$ cat src/rtl/core_seq_pkg.sv
// rtl/core_seq_pkg.sv - shared states, packing constants and job descriptor for core_seq_ctrl
package core_seq_pkg;

    localparam int CDATA_W     = 8;
    localparam int ONUM_W      = 8;
    localparam int GBUS_ADDR_W = 12;
    localparam int GBUS_DATA_W = 64;
    localparam int IDATA_W     = 8;

    // Quantized outputs packed into one core result word
    localparam int PACK      = GBUS_DATA_W / IDATA_W;
    localparam int PACK_LOG2 = $clog2(PACK);

    localparam logic [2:0] ST_IDLE   = 3'd0;
    localparam logic [2:0] ST_STREAM = 3'd1;
    localparam logic [2:0] ST_RRST   = 3'd2;
    localparam logic [2:0] ST_DRAIN  = 3'd3;
    localparam logic [2:0] ST_DONE   = 3'd4;

    typedef struct packed {
        logic [CDATA_W-1:0]     acc_num;
        logic [ONUM_W-1:0]      out_num;
        logic                   reuse;
        logic                   cmem_en;
        logic [GBUS_ADDR_W-1:0] cmem_base;
    } job_t;

endpackage

$ cat src/rtl/core_seq_wb.sv
// rtl/core_seq_wb.sv - result word counter, cmem writeback address and drain watchdog (CORE_SEQ_TIMEOUT_EN)
module core_seq_wb
    import core_seq_pkg::*;
#(
    parameter int ONUM_BIT    = 8,
    parameter int GBUS_ADDR   = 12,
    parameter int TIMEOUT_CYC = 255
) (
    input  logic                 clk,
    input  logic                 rstn,
    input  logic                 start,
    input  logic [GBUS_ADDR-1:0] load_base,
    input  logic                 cmem_en,
    input  logic                 count_en,
    input  logic                 in_drain,
    input  logic                 odata_valid,
    input  logic [ONUM_BIT-1:0]  exp_words,
    output logic [GBUS_ADDR-1:0] cmem_waddr,
    output logic                 words_done,
    output logic                 timeout
);

    logic [ONUM_BIT-1:0] word_cnt;
    logic                word_hit;

    assign word_hit = count_en && odata_valid;

    // Done when all words are in, including one counted this very cycle
    assign words_done = (word_cnt == exp_words) ||
                        (word_hit && ((word_cnt + 1'b1) == exp_words));

    // Count result words and step the writeback address when cmem is enabled
    always_ff @(posedge clk or negedge rstn) begin
        if (!rstn) begin
            word_cnt   <= '0;
            cmem_waddr <= '0;
        end else if (start) begin
            word_cnt   <= '0;
            cmem_waddr <= load_base;
        end else if (word_hit) begin
            word_cnt <= word_cnt + 1'b1;
            if (cmem_en) begin
                cmem_waddr <= cmem_waddr + 1'b1;
            end
        end
    end

`ifdef CORE_SEQ_TIMEOUT_EN
    localparam int WD_W = $clog2(TIMEOUT_CYC + 1);

    logic [WD_W-1:0] wd_cnt;

    assign timeout = in_drain && !odata_valid && (wd_cnt == WD_W'(TIMEOUT_CYC - 1));

    // Count consecutive word-less DRAIN cycles; any word restarts the count
    always_ff @(posedge clk or negedge rstn) begin
        if (!rstn) begin
            wd_cnt <= '0;
        end else if (start || !in_drain || odata_valid) begin
            wd_cnt <= '0;
        end else begin
            wd_cnt <= wd_cnt + 1'b1;
        end
    end
`else
    assign timeout = 1'b0;
`endif

endmodule

$ cat src/rtl/core_seq_ctrl.sv
// rtl/core_seq_ctrl.sv - job sequencer driving core buffer strobes; drain watchdog under CORE_SEQ_TIMEOUT_EN
module core_seq_ctrl
    import core_seq_pkg::*;
#(
    parameter int CDATA_BIT   = CDATA_W,
    parameter int ONUM_BIT    = ONUM_W,
    parameter int GBUS_ADDR   = GBUS_ADDR_W,
    parameter int GBUS_DATA   = GBUS_DATA_W,
    parameter int IDATA_BIT   = IDATA_W,
    parameter int TIMEOUT_CYC = 255
) (
    input  logic                 clk,
    input  logic                 rstn,
    input  logic                 cmd_valid,
    output logic                 cmd_ready,
    input  logic [CDATA_BIT-1:0] cmd_acc_num,
    input  logic [ONUM_BIT-1:0]  cmd_out_num,
    input  logic                 cmd_abuf_reuse,
    input  logic                 cmd_cmem_en,
    input  logic [GBUS_ADDR-1:0] cmd_cmem_base,
    input  logic                 lbuf_empty,
    input  logic                 abuf_empty,
    input  logic                 abuf_reuse_empty,
    output logic                 lbuf_ren,
    output logic                 abuf_ren,
    output logic                 abuf_reuse_ren,
    output logic                 abuf_reuse_rst,
    output logic [CDATA_BIT-1:0] cfg_acc_num,
    input  logic                 core_odata_valid,
    output logic                 cmem_wen,
    output logic [GBUS_ADDR-1:0] cmem_waddr,
    output logic                 busy,
    output logic                 done,
    output logic                 err
);

    localparam int PACK_T      = GBUS_DATA / IDATA_BIT;
    localparam int PACK_LOG2_T = $clog2(PACK_T);

    logic [2:0]           state;
    job_t                 job;
    logic [CDATA_BIT-1:0] beat_cnt;
    logic [ONUM_BIT-1:0]  out_cnt;
    logic                 err_q;

    logic start, cmd_bad, use_reuse, src_empty, beat, last_beat, last_pass;
    logic words_done, timeout;

    assign start   = (state == ST_IDLE) && cmd_valid;
    assign cmd_bad = (cmd_acc_num == '0) || (cmd_out_num == '0) ||
                     (cmd_out_num[PACK_LOG2_T-1:0] != '0);

    // Pass 0 always reads fresh activations; later passes use the reuse copy
    assign use_reuse = job.reuse && (out_cnt != '0);
    assign src_empty = use_reuse ? abuf_reuse_empty : abuf_empty;
    assign beat      = (state == ST_STREAM) && !lbuf_empty && !src_empty;
    assign last_beat = (beat_cnt == job.acc_num - 1'b1);
    assign last_pass = (out_cnt == job.out_num - 1'b1);

    assign lbuf_ren       = beat;
    assign abuf_ren       = beat && !use_reuse;
    assign abuf_reuse_ren = beat && use_reuse;
    assign abuf_reuse_rst = (state == ST_RRST);

    assign cmd_ready   = (state == ST_IDLE);
    assign busy        = (state != ST_IDLE);
    assign done        = (state == ST_DONE);
    assign err         = err_q;
    assign cfg_acc_num = job.acc_num;
    assign cmem_wen    = busy && job.cmem_en;

    // Job FSM: latch command, sequence passes, wait for result words
    always_ff @(posedge clk or negedge rstn) begin
        if (!rstn) begin
            state    <= ST_IDLE;
            job      <= '0;
            beat_cnt <= '0;
            out_cnt  <= '0;
            err_q    <= 1'b0;
        end else begin
            case (state)
                ST_IDLE: begin
                    if (cmd_valid) begin
                        job.acc_num   <= cmd_acc_num;
                        job.out_num   <= cmd_out_num;
                        job.reuse     <= cmd_abuf_reuse;
                        job.cmem_en   <= cmd_cmem_en;
                        job.cmem_base <= cmd_cmem_base;
                        beat_cnt      <= '0;
                        out_cnt       <= '0;
                        err_q         <= cmd_bad;
                        state         <= cmd_bad ? ST_DONE : ST_STREAM;
                    end
                end
                ST_STREAM: begin
                    if (beat) begin
                        if (last_beat) begin
                            beat_cnt <= '0;
                            out_cnt  <= out_cnt + 1'b1;
                            if (last_pass) begin
                                state <= ST_DRAIN;
                            end else if (job.reuse) begin
                                state <= ST_RRST;
                            end
                        end else begin
                            beat_cnt <= beat_cnt + 1'b1;
                        end
                    end
                end
                ST_RRST: state <= ST_STREAM;
                ST_DRAIN: begin
                    if (words_done) begin
                        state <= ST_DONE;
                    end else if (timeout) begin
                        state <= ST_DONE;
                        err_q <= 1'b1;
                    end
                end
                ST_DONE: begin
                    state <= ST_IDLE;
                    err_q <= 1'b0;
                end
                default: state <= ST_IDLE;
            endcase
        end
    end

    core_seq_wb #(
        .ONUM_BIT    (ONUM_BIT),
        .GBUS_ADDR   (GBUS_ADDR),
        .TIMEOUT_CYC (TIMEOUT_CYC)
    ) u_wb (
        .clk         (clk),
        .rstn        (rstn),
        .start       (start),
        .load_base   (cmd_cmem_base),
        .cmem_en     (job.cmem_en),
        .count_en    ((state == ST_STREAM) || (state == ST_DRAIN)),
        .in_drain    (state == ST_DRAIN),
        .odata_valid (core_odata_valid),
        .exp_words   (job.out_num >> PACK_LOG2_T),
        .cmem_waddr  (cmem_waddr),
        .words_done  (words_done),
        .timeout     (timeout)
    );

endmodule
$ cat config.mk
export PLATFORM = sky130hd
export DESIGN_NAME = core_seq_ctrl
export DESIGN_NICKNAME = d
export VERILOG_FILES = /design/src/rtl/core_seq_pkg.sv /design/src/rtl/core_seq_wb.sv /design/src/rtl/core_seq_ctrl.sv
export SDC_FILE = /design/constraint.sdc
export NUM_CORES = 1
export LEC_CHECK = 0
export ABC_AREA = 1
export CAP_MARGIN = 20
export CORE_MARGIN = 4
export CORE_UTILIZATION = 40
export DETAILED_ROUTE_END_ITERATION = 6
export PLACE_DENSITY_LB_ADDON = 0.25
export REMOVE_ABC_BUFFERS = 1
export SYNTH_ARGS = -nofsm -noshare
export SYNTH_HDL_FRONTEND = slang
export SYNTH_SLANG_ARGS = --single-unit
$ cat constraint.sdc
create_clock -name clk -period 2.1 [get_ports clk]
set_input_delay 0.525 -clock clk [delete_from_list [all_inputs] [get_ports clk]]
set_output_delay 0.525 -clock clk [all_outputs]
set_load 0.02 [all_outputs]
* Yosys cells after proc, flatten, opt, wreduce, memory -nomap -nowiden
Cells that the tools add are included.
** Operators by class
- Add/sub/neg operators :: 6
- $mul :: 0
- Divide/modulo/power cells :: 0
- Order comparisons :: 0
- Eq/ne operators :: 13
- Shifts and indexed selects :: 0
- Mux-type cells :: 23
- Bitwise operators :: 0
- Reduce and logical (&&, ||, !) cells :: 32
** Operators by type and width (count)
- 8-bit 2-to-1 mux :: 7
- 12-bit 2-to-1 mux :: 3
- 8-bit one-hot mux with 2 select lines :: 2
- 8-bit by 1-bit adder with 8-bit output, second input constant :: 3
- 3-bit 2-to-1 mux :: 7
- 8-bit by 5-bit equality test with 1-bit output :: 2
- 8-bit equality test :: 2
- 8-bit logical NOT :: 2
- 8-bit by 1-bit subtractor with 8-bit output, second input constant :: 2
- 12-bit by 1-bit adder with 12-bit output, second input constant :: 1
- 3-bit one-hot mux with 4 select lines :: 1
- 1-bit logical AND :: 9
- 2-bit inequality test, second input constant :: 4
- 2-bit nonzero test :: 4
- 8-bit nonzero test :: 1
- 3-bit by 2-bit equality test with 1-bit output, second input constant :: 2
- 2-bit AND reduction :: 3
- 3-bit nonzero test :: 2
- 5-bit AND reduction :: 1
- 1-bit logical OR :: 4
- 4-bit AND reduction :: 1
- 3-bit by 1-bit equality test with 1-bit output, second input constant :: 1
- 3-bit equality test, second input constant :: 1
- 1-bit logical NOT :: 3
- 5 further kinds :: 6
** Word-level totals
- Flip-flop bits (word level) :: 58
- Latch bits :: 0
- RAM bits :: 0
- Bits in read-only memories :: 0
- Input bits :: 37
- Logic and storage cells :: 84
- Memories :: 0

* Logic depth before layout (Yosys ltp)
- Depth in word-level cells :: 7
- Gate-level depth with buffers :: 15
- Gate-level depth less buffers :: 15

* Hierarchy
A second synthesis with hierarchy kept.
** Unflattened totals
- Cell total of the unflattened synthesis :: 599
- Area total of the unflattened synthesis :: 4156.5 um2
** Modules (own cells, without submodules)
- core_seq_ctrl :: times used 1, cells each 384, area an instance 2702.6 um2, sequential area each 950.9 um2
- core_seq_wb :: times used 1, cells each 215, area an instance 1453.9 um2, sequential area each 500.5 um2

* Least setup slack after synthesis
No wires, ideal clock.
- Path type :: register to output
- Start :: register out_cnt[0]
- End :: output port abuf_ren
- Arrival :: 1355 ps
- Slack :: 220 ps
- Cell stages (with the launch flop) :: 10
- Buffers on the path :: 0
- Path through :: dfrtp_1 -> inv_1 -> ha_1 -> nand2_1 -> o21ai_1 -> nand2_1 -> nand3_2 -> inv_1 -> nand2_1 -> inv_1
** Between the ends
- Cells in the longest elaborated chain, start to end :: 6
- Elaborated cells on any way between the ends :: 7
- Classes of those cells :: mux: 1; reduce/logical: 6
** Ends and longest elaborated chain
- start: declaration :: line core_seq_ctrl.sv:43 : logic [ONUM_BIT-1:0] out_cnt;
- start signal: assignment :: line core_seq_ctrl.sv:99 : out_cnt <= out_cnt + 1'b1;
- 8-bit nonzero test :: line core_seq_ctrl.sv:54 : assign use_reuse = job.reuse && (out_cnt != '0);
- 1-bit logical AND :: line core_seq_ctrl.sv:54
- 1-bit 2-to-1 mux :: line core_seq_ctrl.sv:55 : assign src_empty = use_reuse ? abuf_reuse_empty : abuf_empty;
- 1-bit logical NOT :: line core_seq_ctrl.sv:56 : assign beat = (state == ST_STREAM) && !lbuf_empty && !src_empty;
- 1-bit logical AND :: line core_seq_ctrl.sv:56
- net lbuf_ren :: line core_seq_ctrl.sv:24 : output logic lbuf_ren,
- 1-bit logical AND :: line core_seq_ctrl.sv:61 : assign abuf_ren = beat && !use_reuse;
- end: declaration :: line core_seq_ctrl.sv:25 : output logic abuf_ren,
The timed path passes the listed nets, and every way through them passes these cells.

* Worst setup path in the final report
- Start :: register out_cnt[1]
- End :: output port abuf_ren
** Between the ends
- Cells in the longest elaborated chain, start to end :: 6
- Elaborated cells on any way between the ends :: 7
- Classes of those cells :: mux: 1; reduce/logical: 6
** Ends and longest elaborated chain (line)
- 8-bit nonzero test (*) :: core_seq_ctrl.sv:54
- 1-bit logical AND (*) :: core_seq_ctrl.sv:54
- 1-bit 2-to-1 mux :: core_seq_ctrl.sv:55
- 1-bit logical NOT :: core_seq_ctrl.sv:56
- 1-bit logical AND :: core_seq_ctrl.sv:56
- 1-bit logical AND (*) :: core_seq_ctrl.sv:61
Mark *: on every way between the ends. The rest lies on a longest branch, timed or not.

==> key figures <==
Outcome
  – Status: completed

Timing
  – Measured slew at the worst slew-check pin: 0.325 ns
  – Worst hold slack: 0.171 ns
  – Unrepaired setup endpoints after global routing: true
  – Fmax: 0.477 GHz
  – Setup TNS: 0 ns
  – Final period utilization: 99.9%
  – Slew headroom: 78.1%
  – Final hold viol count: 0
  – Final Critical Period: 2.10 ns
  – Final setup fails: 0
  – Max Slew Vio Count: 0
  – Layout Skew: 0.00960 ns

Place
  – Placed Cells incl. Taps: 804
  – DP HPWL: 7780 microns
  – Routability cong.: 0.903
  – Port buffer count: 65

Power
  – Pwr Density: 899 nW/um^2
  – Power Total: 4.69 mW
  – Maximum VDD drop: 0.542 mV
  – Leakage Power: 2.60 nW

Clock tree
  – CTS tree: yes
  – Clock latency at the later pin of the worst-skew pair: 0.34 ns
  – CTS sink cnt: 58
  – Max Root-Sink Buffers: 2
  – Htree depth: 3
  – CTS Buf Count: 9
  – Clock-pin slew on the worst setup and hold paths: 0.07 ns
  – Root buf cell: clkbuf_8

Synth
  – Synth Instances: 593
  – Synth Area in Compound Gates: 10.8%
  – Avg Cell Area, Syn: 6.72 sq um
  – Most used DFF post-synth: dfrtp_1
  – Fraction of registers with async set/reset: 100%
  – Synth Area in Simple Gates: 35.5%
  – Mux contribution to synthesized area: 0.282%
  – Unique masters post-synth: 36
  – #FFs+latches synth: 58
  – Post-Syn Area: 3990 sq um
  – Yosys warns: 0
  – XOR/XNOR Fraction of Synth Area: 3.07%
  – Post-synth EDFFs: 0
  – Sequential area share after synthesis: 36.4%
  – Largest family of logic cells by synthesized area: simple AND/OR/NAND/NOR gates
  – Adder-Cell Fraction of Synth Area: 2.20%

Flow run
  – # Max-Cap Violations: 0

Global route
  – Largest net degree at the start of global routing: 59
  – GRT overflow: 0
  – Initial antenna violation count: 0
  – Vias in the first global route: 3,967
  – First-pass GRT wire length: 17,600 microns
  – Tot GR Track Use: 18.7%

Critical path
  – CP Capture Type: primary output
  – WP data required: 1.57 ns
  – Worst setup SP type: flop
  – R2r endpoint: out_cnt[2]
  – FF-to-FF Start: cfg_acc_num[0]
  – R2R Setup Slk: 0.19 ns
  – Critical path peak fanout: 3
  – Path depth of the worst reg2reg path: 13
  – CP Class: reg -> out
  – CP arrival: 1.57 ns

Finish
  – Antenna cells: 0
  – Non-filler cells, final: 824
  – Post-Route Utilization: 53.6%
  – Commonest non-fill, non-tap cells in the layout: 168 x nand2_1, 75 x inv_1, 58 x dfrtp_1
  – Share of cells above drive strength 1: 14.8%
  – Commonest non-fill, non-tap cell in the layout: nand2_1
  – Nets: 730
  – P&R area growth vs syn: 30.7%

Drt
  – First DRT Iteration DRCs: 156
  – Vias per cell: 4.87
  – Routed vias: 4,015
  – Detailed-route DRC error count: 0
  – 1st-pass router iterations: 4
  – Post-DRT Antenna Nets: 0
  – Wire length per cell: 12.4 microns
  – Final WL: 10,200 microns

Floorplan
  – Die Height: 108 microns
  – Die Span X: 108 microns
  – Core ar.: 9730 sq um
  – Starting Density: 41.0%
  – # rows: 36
  – Die area: 11,600 sq um
  – Io pins: 66

Hold path
  – Worst hold path type: in -> async
-- logic make-up (layout without fill, tap and decap cells) --
logic type,Yosys count,after routing
buffers and inverters,109,207
adder cells (fa/ha/maj),7,7
multiplexers,1,1
AO/OA/AOI/OAI,78,78
flip-flops,58,58
XOR/XNOR,14,14
AND/OR/NAND/NOR,326,326
-- area by class of cell --
| class | instances | area, sq um |
|---|---|---|
| fill | 978 | 4520 |
| multi-input combinational | 426 | 2130 |
| sequential | 58 | 1450 |
| timing repair buffer | 103 | 952 |
| inverter | 88 | 330 |
| tap | 133 | 166 |
| clock buffer | 12 | 155 |
| clock inverter | 4 | 26.3 |
-- report_power, final --
| group | internal [mW] | switching, mW |
|---|---|---|
| Clock | 0.491 | 0.466 |
| Sequential | 1.40 | 0.303 |
| Combinational | 0.921 | 1.10 |
| Total | 2.81 | 1.87 |
-- critical path, cell delays in order, from the launching register on --
cell and delay [ns]:
dfrtp_1 0.39, inv_2 0.08, ha_4 0.14, nand2_4 0.05
o21ai_2 0.15, nand2_1 0.09, nand3_2 0.10, inv_2 0.04
nand2_1 0.04, inv_1 0.04, buf_6 0.12
-- layer usage --
metal / track usage [%] / part of all wire, % / vias up
met5: 0 / 0 / -
met4: 6.76 / 0.91 / 0
met3: 2.58 / 3.3 / 7
met2: 31.4 / 48 / 59
met1: 24.5 / 47 / 1876
li1: - / - / 2073
-- Yosys cell counts, types with 5 or more instances --
| cell | count | share of area, % |
|---|---|---|
| buf_2 | 5 | 0.63 |
| inv_1 | 78 | 7.3 |
| nand2_1 | 170 | 16 |
| nor2_1 | 59 | 5.6 |
| o22ai_1 | 5 | 0.78 |
| nand4_1 | 9 | 1.4 |
| nand2_2 | 5 | 0.78 |
| xor2_1 | 10 | 2.2 |
| a21oi_1 | 16 | 2.0 |
| nor3_1 | 15 | 1.9 |
| nand3_1 | 55 | 6.9 |
| ha_1 | 7 | 2.2 |
| o21ai_1 | 16 | 2.0 |
| buf_4 | 10 | 1.9 |
| o21ai_0 | 31 | 3.9 |
| dfrtp_1 | 58 | 36 |
| inv_2 | 10 | 0.94 |
-- registers in the layout, summed over array words and instances (netlist names) --
name	count
beat_cnt	8
cfg_acc_num	8
err	1
job	10
out_cnt	8
state	3
u_wb.cmem_waddr	12
u_wb.word_cnt	8
-- how the worst max path moves through the flow --
stage / from / endpoint / slack [ns]
2_1_floorplan: state[2] / out_cnt[0] / -0.31
3_3_place_gp: lbuf_empty / abuf_ren / -0.32
3_5_place_dp: lbuf_empty / abuf_ren / -0.35
4_1_cts: out_cnt[0] / abuf_ren / -0.06
5_1_grt: out_cnt[1] / abuf_ren / -0.09
6_report: out_cnt[1] / abuf_ren / 0.002
-- through the flow --
stage               cell area [sq um]  setup slack, ns
floorplan                        3850           -0.306
global placement                 4950           -0.316
detailed placement               4950           -0.353
CTS                              5130          -0.0583
global route                     5210          -0.0924
finish                           5210          0.00162
-- repair_timing --
| item | 4_1_cts | 5_1_grt |
|---|---|---|
| resized for setup | 26 | 22 |
| buffers inserted | 0 | 4 |
| gates cloned | 0 | 0 |
| endpoints found under the setup margin | 8 | 26 |
| pin swaps | 2 | 4 |
| hold buffers | 0 | 0 |
Power figures use the tool's default switching activity.
